<file path="src/rtl/instr_fetch_if.sv">
`default_nettype none
// ============================================================================
//  Module      : instr_fetch_if
//  Description : Bus bundle for the instruction fetch front end. It carries
//                the instruction-memory request/response channel, the
//                decoder redirect and the decoded head instruction.
//                master = fetch unit, slave = memory + decoder side.
//  Ports       : imem_req_valid/ready/addr, imem_rsp_valid/data,
//                pc_src/pc_target, instr_valid/ready, instr, instr_pc,
//                op, funct3, funct7
//  Revision    : 1.0 - initial release
// ============================================================================
interface instr_fetch_if #(
    parameter int XLEN = 32
);
    logic            imem_req_valid;
    logic            imem_req_ready;
    logic [XLEN-1:0] imem_req_addr;
    logic            imem_rsp_valid;
    logic [XLEN-1:0] imem_rsp_data;
    logic            pc_src;
    logic [XLEN-1:0] pc_target;
    logic            instr_valid;
    logic            instr_ready;
    logic [XLEN-1:0] instr;
    logic [XLEN-1:0] instr_pc;
    logic [6:0]      op;
    logic [2:0]      funct3;
    logic [6:0]      funct7;

    modport master (
        output imem_req_valid, imem_req_addr,
        input  imem_req_ready,
        input  imem_rsp_valid, imem_rsp_data,
        input  pc_src, pc_target,
        output instr_valid, instr, instr_pc, op, funct3, funct7,
        input  instr_ready
    );

    modport slave (
        input  imem_req_valid, imem_req_addr,
        output imem_req_ready,
        output imem_rsp_valid, imem_rsp_data,
        output pc_src, pc_target,
        input  instr_valid, instr, instr_pc, op, funct3, funct7,
        output instr_ready
    );
endinterface
`default_nettype wire

</file>
<file path="src/rtl/instr_fetch.sv">
`default_nettype none
// ============================================================================
//  Module      : instr_fetch
//  Description : Instruction fetch front end. Issues sequential word fetches
//                under a credit limit of DEPTH (in flight + buffered), keeps
//                in-order responses in a small FIFO and presents the head word
//                with its PC and op/funct3/funct7 fields. A redirect clears
//                the FIFO and discards every response still outstanding.
//  Ports       : clk, rst_n (async, active low)
//                bus (instr_fetch_if.master): memory request/response,
//                redirect input, head instruction output
//  Revision    : 1.0 - initial release
// ============================================================================
module instr_fetch #(
    parameter int              XLEN     = 32,
    parameter logic [XLEN-1:0] RESET_PC = '0,
    parameter int              DEPTH    = 2
) (
    input  logic          clk,
    input  logic          rst_n,
    instr_fetch_if.master bus
);

    localparam int              c_PTR_W    = (DEPTH > 1) ? $clog2(DEPTH) : 1;
    localparam int              c_CNT_W    = $clog2(DEPTH + 1);
    localparam logic [XLEN-1:0] c_NOP      = XLEN'(32'h0000_0013);
    localparam logic [c_PTR_W-1:0] c_LAST  = c_PTR_W'(DEPTH - 1);
    localparam logic [c_CNT_W:0]   c_CREDIT = (c_CNT_W + 1)'(DEPTH);

    typedef enum logic [1:0] {
        S_IDLE  = 2'd0,
        S_RUN   = 2'd1,
        S_FLUSH = 2'd2
    } state_t;

    state_t               state_q, state_d;
    logic [XLEN-1:0]      fetch_pc_q, fetch_pc_d;
    logic [c_PTR_W-1:0]   wr_ptr_q, wr_ptr_d;
    logic [c_PTR_W-1:0]   rd_ptr_q, rd_ptr_d;
    logic [c_CNT_W-1:0]   count_q, count_d;
    logic [c_CNT_W-1:0]   inflight_q, inflight_d;
    logic [c_CNT_W-1:0]   drop_q, drop_d;
    logic [XLEN-1:0]      data_q [DEPTH];
    logic [XLEN-1:0]      pc_q   [DEPTH];

    logic                 w_req_valid;
    logic                 w_accept;
    logic                 w_rsp_fire;
    logic                 w_push;
    logic                 w_pop;
    logic                 w_head_valid;
    logic [XLEN-1:0]      w_rsp_pc;

    function automatic logic [c_PTR_W-1:0] ptr_inc(input logic [c_PTR_W-1:0] p);
        return (p == c_LAST) ? '0 : p + c_PTR_W'(1);
    endfunction

    assign w_head_valid = (count_q != '0);

    // Requests go out to consecutive addresses, so the oldest outstanding
    // request (the one this response answers) sits inflight*4 below fetch_pc.
    assign w_rsp_pc = fetch_pc_q - {{(XLEN-c_CNT_W-2){1'b0}}, inflight_q, 2'b00};

    always_comb begin
        state_d     = state_q;
        fetch_pc_d  = fetch_pc_q;
        wr_ptr_d    = wr_ptr_q;
        rd_ptr_d    = rd_ptr_q;
        count_d     = count_q;
        inflight_d  = inflight_q;
        drop_d      = drop_q;
        w_req_valid = 1'b0;
        w_push      = 1'b0;
        // A response with nothing outstanding is a protocol error and ignored.
        w_rsp_fire  = bus.imem_rsp_valid && (inflight_q != '0);
        w_pop       = w_head_valid && bus.instr_ready;

        unique case (state_q)
            S_IDLE:  state_d = S_RUN;
            S_RUN: begin
                w_req_valid = (({1'b0, inflight_q} + {1'b0, count_q}) < c_CREDIT)
                              && !bus.pc_src;
                w_push      = w_rsp_fire && !bus.pc_src;
            end
            S_FLUSH: begin
                drop_d = drop_q - c_CNT_W'(w_rsp_fire);
                if (drop_d == '0) begin
                    state_d = S_RUN;
                end
            end
            default: state_d = S_IDLE;
        endcase

        w_accept   = w_req_valid && bus.imem_req_ready;
        inflight_d = inflight_q + c_CNT_W'(w_accept) - c_CNT_W'(w_rsp_fire);
        if (w_accept) begin
            fetch_pc_d = fetch_pc_q + XLEN'(4);
        end
        if (w_push) begin
            wr_ptr_d = ptr_inc(wr_ptr_q);
        end
        if (w_pop) begin
            rd_ptr_d = ptr_inc(rd_ptr_q);
        end
        count_d = count_q + c_CNT_W'(w_push) - c_CNT_W'(w_pop);

        // Redirect overrides everything: no request went out this cycle, so
        // every outstanding request (less the one answered now) must be dropped.
        if (bus.pc_src && (state_q != S_IDLE)) begin
            fetch_pc_d = {bus.pc_target[XLEN-1:2], 2'b00};
            wr_ptr_d   = '0;
            rd_ptr_d   = '0;
            count_d    = '0;
            drop_d     = inflight_q - c_CNT_W'(w_rsp_fire);
            state_d    = (drop_d != '0) ? S_FLUSH : S_RUN;
        end
    end

    always_ff @(posedge clk or negedge rst_n) begin
        if (!rst_n) begin
            state_q    <= S_IDLE;
            fetch_pc_q <= RESET_PC;
            wr_ptr_q   <= '0;
            rd_ptr_q   <= '0;
            count_q    <= '0;
            inflight_q <= '0;
            drop_q     <= '0;
        end else begin
            state_q    <= state_d;
            fetch_pc_q <= fetch_pc_d;
            wr_ptr_q   <= wr_ptr_d;
            rd_ptr_q   <= rd_ptr_d;
            count_q    <= count_d;
            inflight_q <= inflight_d;
            drop_q     <= drop_d;
        end
    end

    // Buffer storage needs no reset: it is only visible while count is nonzero.
    always_ff @(posedge clk) begin
        if (w_push) begin
            data_q[wr_ptr_q] <= bus.imem_rsp_data;
            pc_q[wr_ptr_q]   <= w_rsp_pc;
        end
    end

    assign bus.imem_req_valid = w_req_valid;
    assign bus.imem_req_addr  = fetch_pc_q;
    assign bus.instr_valid    = w_head_valid;
    assign bus.instr          = w_head_valid ? data_q[rd_ptr_q] : c_NOP;
    assign bus.instr_pc       = w_head_valid ? pc_q[rd_ptr_q]   : fetch_pc_q;
    assign bus.op             = bus.instr[6:0];
    assign bus.funct3         = bus.instr[14:12];
    assign bus.funct7         = bus.instr[31:25];

endmodule
`default_nettype wire

</file>
<file path="src/flat_wrapper.sv">
// flat-port wrapper written by rule: the top's interface ports become plain ports
module instr_fetch_flat 
#(
    parameter int              XLEN     = 32,
    parameter logic [XLEN-1:0] RESET_PC = '0,
    parameter int              DEPTH    = 2
)
  (clk, rst_n, bus_imem_req_valid, bus_imem_req_addr, bus_imem_req_ready, bus_imem_rsp_valid, bus_imem_rsp_data, bus_pc_src, bus_pc_target, bus_instr_valid, bus_instr, bus_instr_pc, bus_op, bus_funct3, bus_funct7, bus_instr_ready);
  instr_fetch_if #(.XLEN(XLEN)) bus_i ();
  input  logic clk;
  input  logic rst_n;
  output wire logic [$bits(bus_i.imem_req_valid)-1:0] bus_imem_req_valid;
  output wire logic [$bits(bus_i.imem_req_addr)-1:0] bus_imem_req_addr;
  input wire logic [$bits(bus_i.imem_req_ready)-1:0] bus_imem_req_ready;
  input wire logic [$bits(bus_i.imem_rsp_valid)-1:0] bus_imem_rsp_valid;
  input wire logic [$bits(bus_i.imem_rsp_data)-1:0] bus_imem_rsp_data;
  input wire logic [$bits(bus_i.pc_src)-1:0] bus_pc_src;
  input wire logic [$bits(bus_i.pc_target)-1:0] bus_pc_target;
  output wire logic [$bits(bus_i.instr_valid)-1:0] bus_instr_valid;
  output wire logic [$bits(bus_i.instr)-1:0] bus_instr;
  output wire logic [$bits(bus_i.instr_pc)-1:0] bus_instr_pc;
  output wire logic [$bits(bus_i.op)-1:0] bus_op;
  output wire logic [$bits(bus_i.funct3)-1:0] bus_funct3;
  output wire logic [$bits(bus_i.funct7)-1:0] bus_funct7;
  input wire logic [$bits(bus_i.instr_ready)-1:0] bus_instr_ready;
  assign bus_imem_req_valid = bus_i.imem_req_valid;
  assign bus_imem_req_addr = bus_i.imem_req_addr;
  assign bus_i.imem_req_ready = bus_imem_req_ready;
  assign bus_i.imem_rsp_valid = bus_imem_rsp_valid;
  assign bus_i.imem_rsp_data = bus_imem_rsp_data;
  assign bus_i.pc_src = bus_pc_src;
  assign bus_i.pc_target = bus_pc_target;
  assign bus_instr_valid = bus_i.instr_valid;
  assign bus_instr = bus_i.instr;
  assign bus_instr_pc = bus_i.instr_pc;
  assign bus_op = bus_i.op;
  assign bus_funct3 = bus_i.funct3;
  assign bus_funct7 = bus_i.funct7;
  assign bus_i.instr_ready = bus_instr_ready;
  instr_fetch #(.XLEN(XLEN), .RESET_PC(RESET_PC), .DEPTH(DEPTH)) u_core (.clk(clk), .rst_n(rst_n), .bus(bus_i));
endmodule
</file>
<file path="config.mk">
export PLATFORM = sky130hd
export DESIGN_NAME = instr_fetch_flat
export DESIGN_NICKNAME = d
export VERILOG_FILES = /design/src/rtl/instr_fetch_if.sv /design/src/rtl/instr_fetch.sv /design/src/flat_wrapper.sv
export SDC_FILE = /design/constraint.sdc
export NUM_CORES = 1
export LEC_CHECK = 0
export BUFFER_PORTS_ARGS = -buffer_cell sky130_fd_sc_hd__buf_2
export CAP_MARGIN = 20
export CORE_MARGIN = 3
export CORE_UTILIZATION = 25
export DETAILED_ROUTE_END_ITERATION = 6
export PLACE_DENSITY_LB_ADDON = 0.2
export SYNTH_ARGS = -nofsm -noshare
export SYNTH_HDL_FRONTEND = slang
export SYNTH_SLANG_ARGS = --single-unit
export TNS_END_PERCENT = 30
</file>
<file path="constraint.sdc">
create_clock -name clk -period 8.9 [get_ports clk]
set_input_delay 0.445 -clock clk [delete_from_list [all_inputs] [get_ports clk]]
set_output_delay 0.445 -clock clk [all_outputs]
set_load 0.005 [all_outputs]
</file>
==> results_dict.tcl <==
set metrics [dict create \
    status "completed" \
    syn_avg_cell_area_um2 11.71 \
    cp-end-kind "register" \
    antenna_found_initial 1 \
    fillers 3215 \
    place_hpwl_mm 15.38 \
    total_power_mw 3.191 \
    power_density_nw_per_um2 328.0 \
    critPathLaunch "u_core.count_q[0]" \
    hold_class "input pin to async pin" \
    grt_max_degree 84 \
    slew_headroom_pct 32.94 \
    globalplace.congestion 0.7849 \
    worstPathArrival_ps 3610 \
    die_x_um 185.2 \
    routedWlPerCell_um 18.40 \
    clk_latency_ps 420 \
    drtAntennaViolNets 0 \
    synthCells 686 \
    diodes 0 \
    firstDrtPassIters 5 \
    multi_input_area_um2 2904 \
    crit_type "register to register" \
    nets 902 \
    worstMarginPinSlew_ps 1006 \
    startpoint_type "register" \
    core_area_um2 31150 \
    fmax_mhz 301.8 \
    instances_no_fill 1231 \
    fin_util_pct 31.23 \
    drive_gt1_share_pct 28.74 \
    yosysUniqueCellTypes 55 \
    synth_ff_type "edfxtp_1" \
    routed_wl_mm 22.65 \
    clock_sinks 164 \
    vias 5696 \
    ir_drop_uv 170.4 \
    fp.dieH_um 185.2 \
    min_period_over_period_pct 37.23 \
    place_ws_ps 5562 \
    track_usage_pct 12.97 \
    die-area_um2 34310 \
    synth_edf_count 124 \
    port_buffers 178 \
    cts-root-buf "clkbuf_16" \
    hold_viol_final 0 \
    first_global_vias 5449 \
    ys_ff_latch 164 \
    synth_warnings 0 \
    dpl.cell_count 1199 \
    leakagePower_nw 3.722 \
    worstPathRequired_ps 9190 \
    final-seq-area_um2 4728 \
    areaGrowthSynthToFinish_pct 21.14 \
    cts_buffers 17 \
    rsz0062_at_grt "no" \
    setup_viol 0 \
    async_flop_share_pct 24.39 \
    seq_area_frac_synth_pct 58.83 \
    start_util_pct 25.78 \
    core.rowCount 64 \
    clk_pin_slew_ps 70 \
    cts_hold_buf 0 \
    skew_ps 14.47 \
    cts_buffer_depth 2 \
    period_needed_ps 3314 \
    cts_tree "built" \
    drc 0 \
    tns_ps 0 \
    cts_repair_resize_count 0 \
    overflow 0 \
    cap_violations 0 \
    slew_viol_final 0 \
    ios 185 \
    vias_per_cell 4.627 \
    h-tree-depth 4 \
    drt-initial-drc-count 333 \
    fin_ws_ps 5586 \
    synth_area_um2 8031 \
    grt_pass1_wl_mm 33.47 \
    cp_max_fo 13 \
    r2r-start "u_core.count_q[0]" \
    post-cts-setup-buffers 0 \
]
cell usage in the layout, fill, tap and decap left out, types with 7 or more instances in the layout:
cell type  synthesis  routed
buf_2              5     178
buf_4             21       7
clkbuf_16          0      17
dfrtp_1           40      39
edfxtp_1         124     124
ha_1               8       8
inv_1             17      17
mux2i_1           65      65
nand2_1           71      71
nand3_1           19      19
nand4_1            8       8
nor2_1            60      59
nor3_1            12      12
nor4_1             9       8
nor4_2             7       8
o21ai_0           49      49
xnor2_1           20      20
xor2_1            22      22
flip-flops by register name (all words and copies together) (netlist names):
register / cells
u_core.drop_q: 2
u_core.count_q: 2
u_core.wr_ptr_q: 1
u_core.inflight_q: 2
u_core.state_q: 2
u_core.data_q: 64
u_core.rd_ptr_q: 1
u_core.pc_q: 60
u_core.bus.imem_req_addr: 30
path summary, 6_finish.rpt:
kind / end / slack, ps / cells past startpoint
setup reg to reg: u_core.bus.imem_req_addr[19] / 5590 / 8
setup / recovery: u_core.bus.imem_req_addr[19] / 5590 / 8
hold reg to reg: u_core.drop_q[1] / 590 / 2
max in group asynchronous: u_core.rd_ptr_q / 8350 / 2
min in group clk: u_core.data_q[1][26] / 210 / 1
hold / removal: u_core.bus.imem_req_addr[21] / 90 / 2
stage by stage:
stage / cell area (um2) / hold slack [ps]
floorplan: 8043 / 149.4
global placement: 9135 / 568.2
detailed placement: 9135 / 569.8
CTS: 9729 / 108.1
global route: 9729 / 116.6
finish: 9729 / 90.19
power breakdown:
| group | switching [mW] | total, mW | leakage, nW | internal (mW) |
|---|---|---|---|---|
| sequential | 0.248 | 1.26 | 1.59 | 1.01 |
| combinational | 0.678 | 1.17 | 1.86 | 0.497 |
| clock | 0.335 | 0.756 | 0.279 | 0.422 |
| total | 1.26 | 3.19 | 3.72 | 1.93 |
Yosys cell counts (all sizes together), types with 7 or more instances:
library cell,instances,share of area [%]
and2,7,0.55
dfrtp,40,12
nor2,60,2.8
o21ai,50,3.1
or3,8,0.81
xnor2,21,2.4
nor4,16,1.8
xor2,22,2.4
edfxtp,124,46
inv,17,0.79
nand2,71,3.3
nor3,12,0.75
ha,8,1.2
buf,33,2.8
mux2i,65,8.1
nand3,19,1.2
clkbuf,38,1.8
nand4,8,0.62
critical path, cell delays in order (launching register included):
cell      delay [ps]
dfrtp_1          390
inv_1             80
nor2_1           130
fa_1             460
nor4b_1          440
nand2b_1         440
inv_1            580
nand3_1          250
o311ai_0         390
per-layer routing:
metal	global-route usage (%)	vias to the layer above	part of all wire, %
met5	0	-	0.057
met3	2.926	12	6.1
li1	-	2732	-
met2	20.77	204	46
met1	18.00	2746	47
met4	2.881	2	0.75
kinds of logic after synthesis:
group           Yosys count  synth area share, %
simple gates            222                13.91
flops                   164                58.83
compound gates           93                7.229
buf+inv                  88                5.359
mux                      65                8.101
xor+xnor                 43                4.783
fa+ha+maj                10                1.745
other cells               1              0.04669
final cells by class:
cell class | count | share of cell area, %
inverter | 17 | 0.6559
multi-input combinational | 437 | 29.85
timing repair buffer | 185 | 9.697
clock buffer | 17 | 4.372
clock inverter | 15 | 1.736
tap | 396 | 5.093
sequential | 164 | 48.60
No activity file was read; power rests on OpenSTA's default activity.
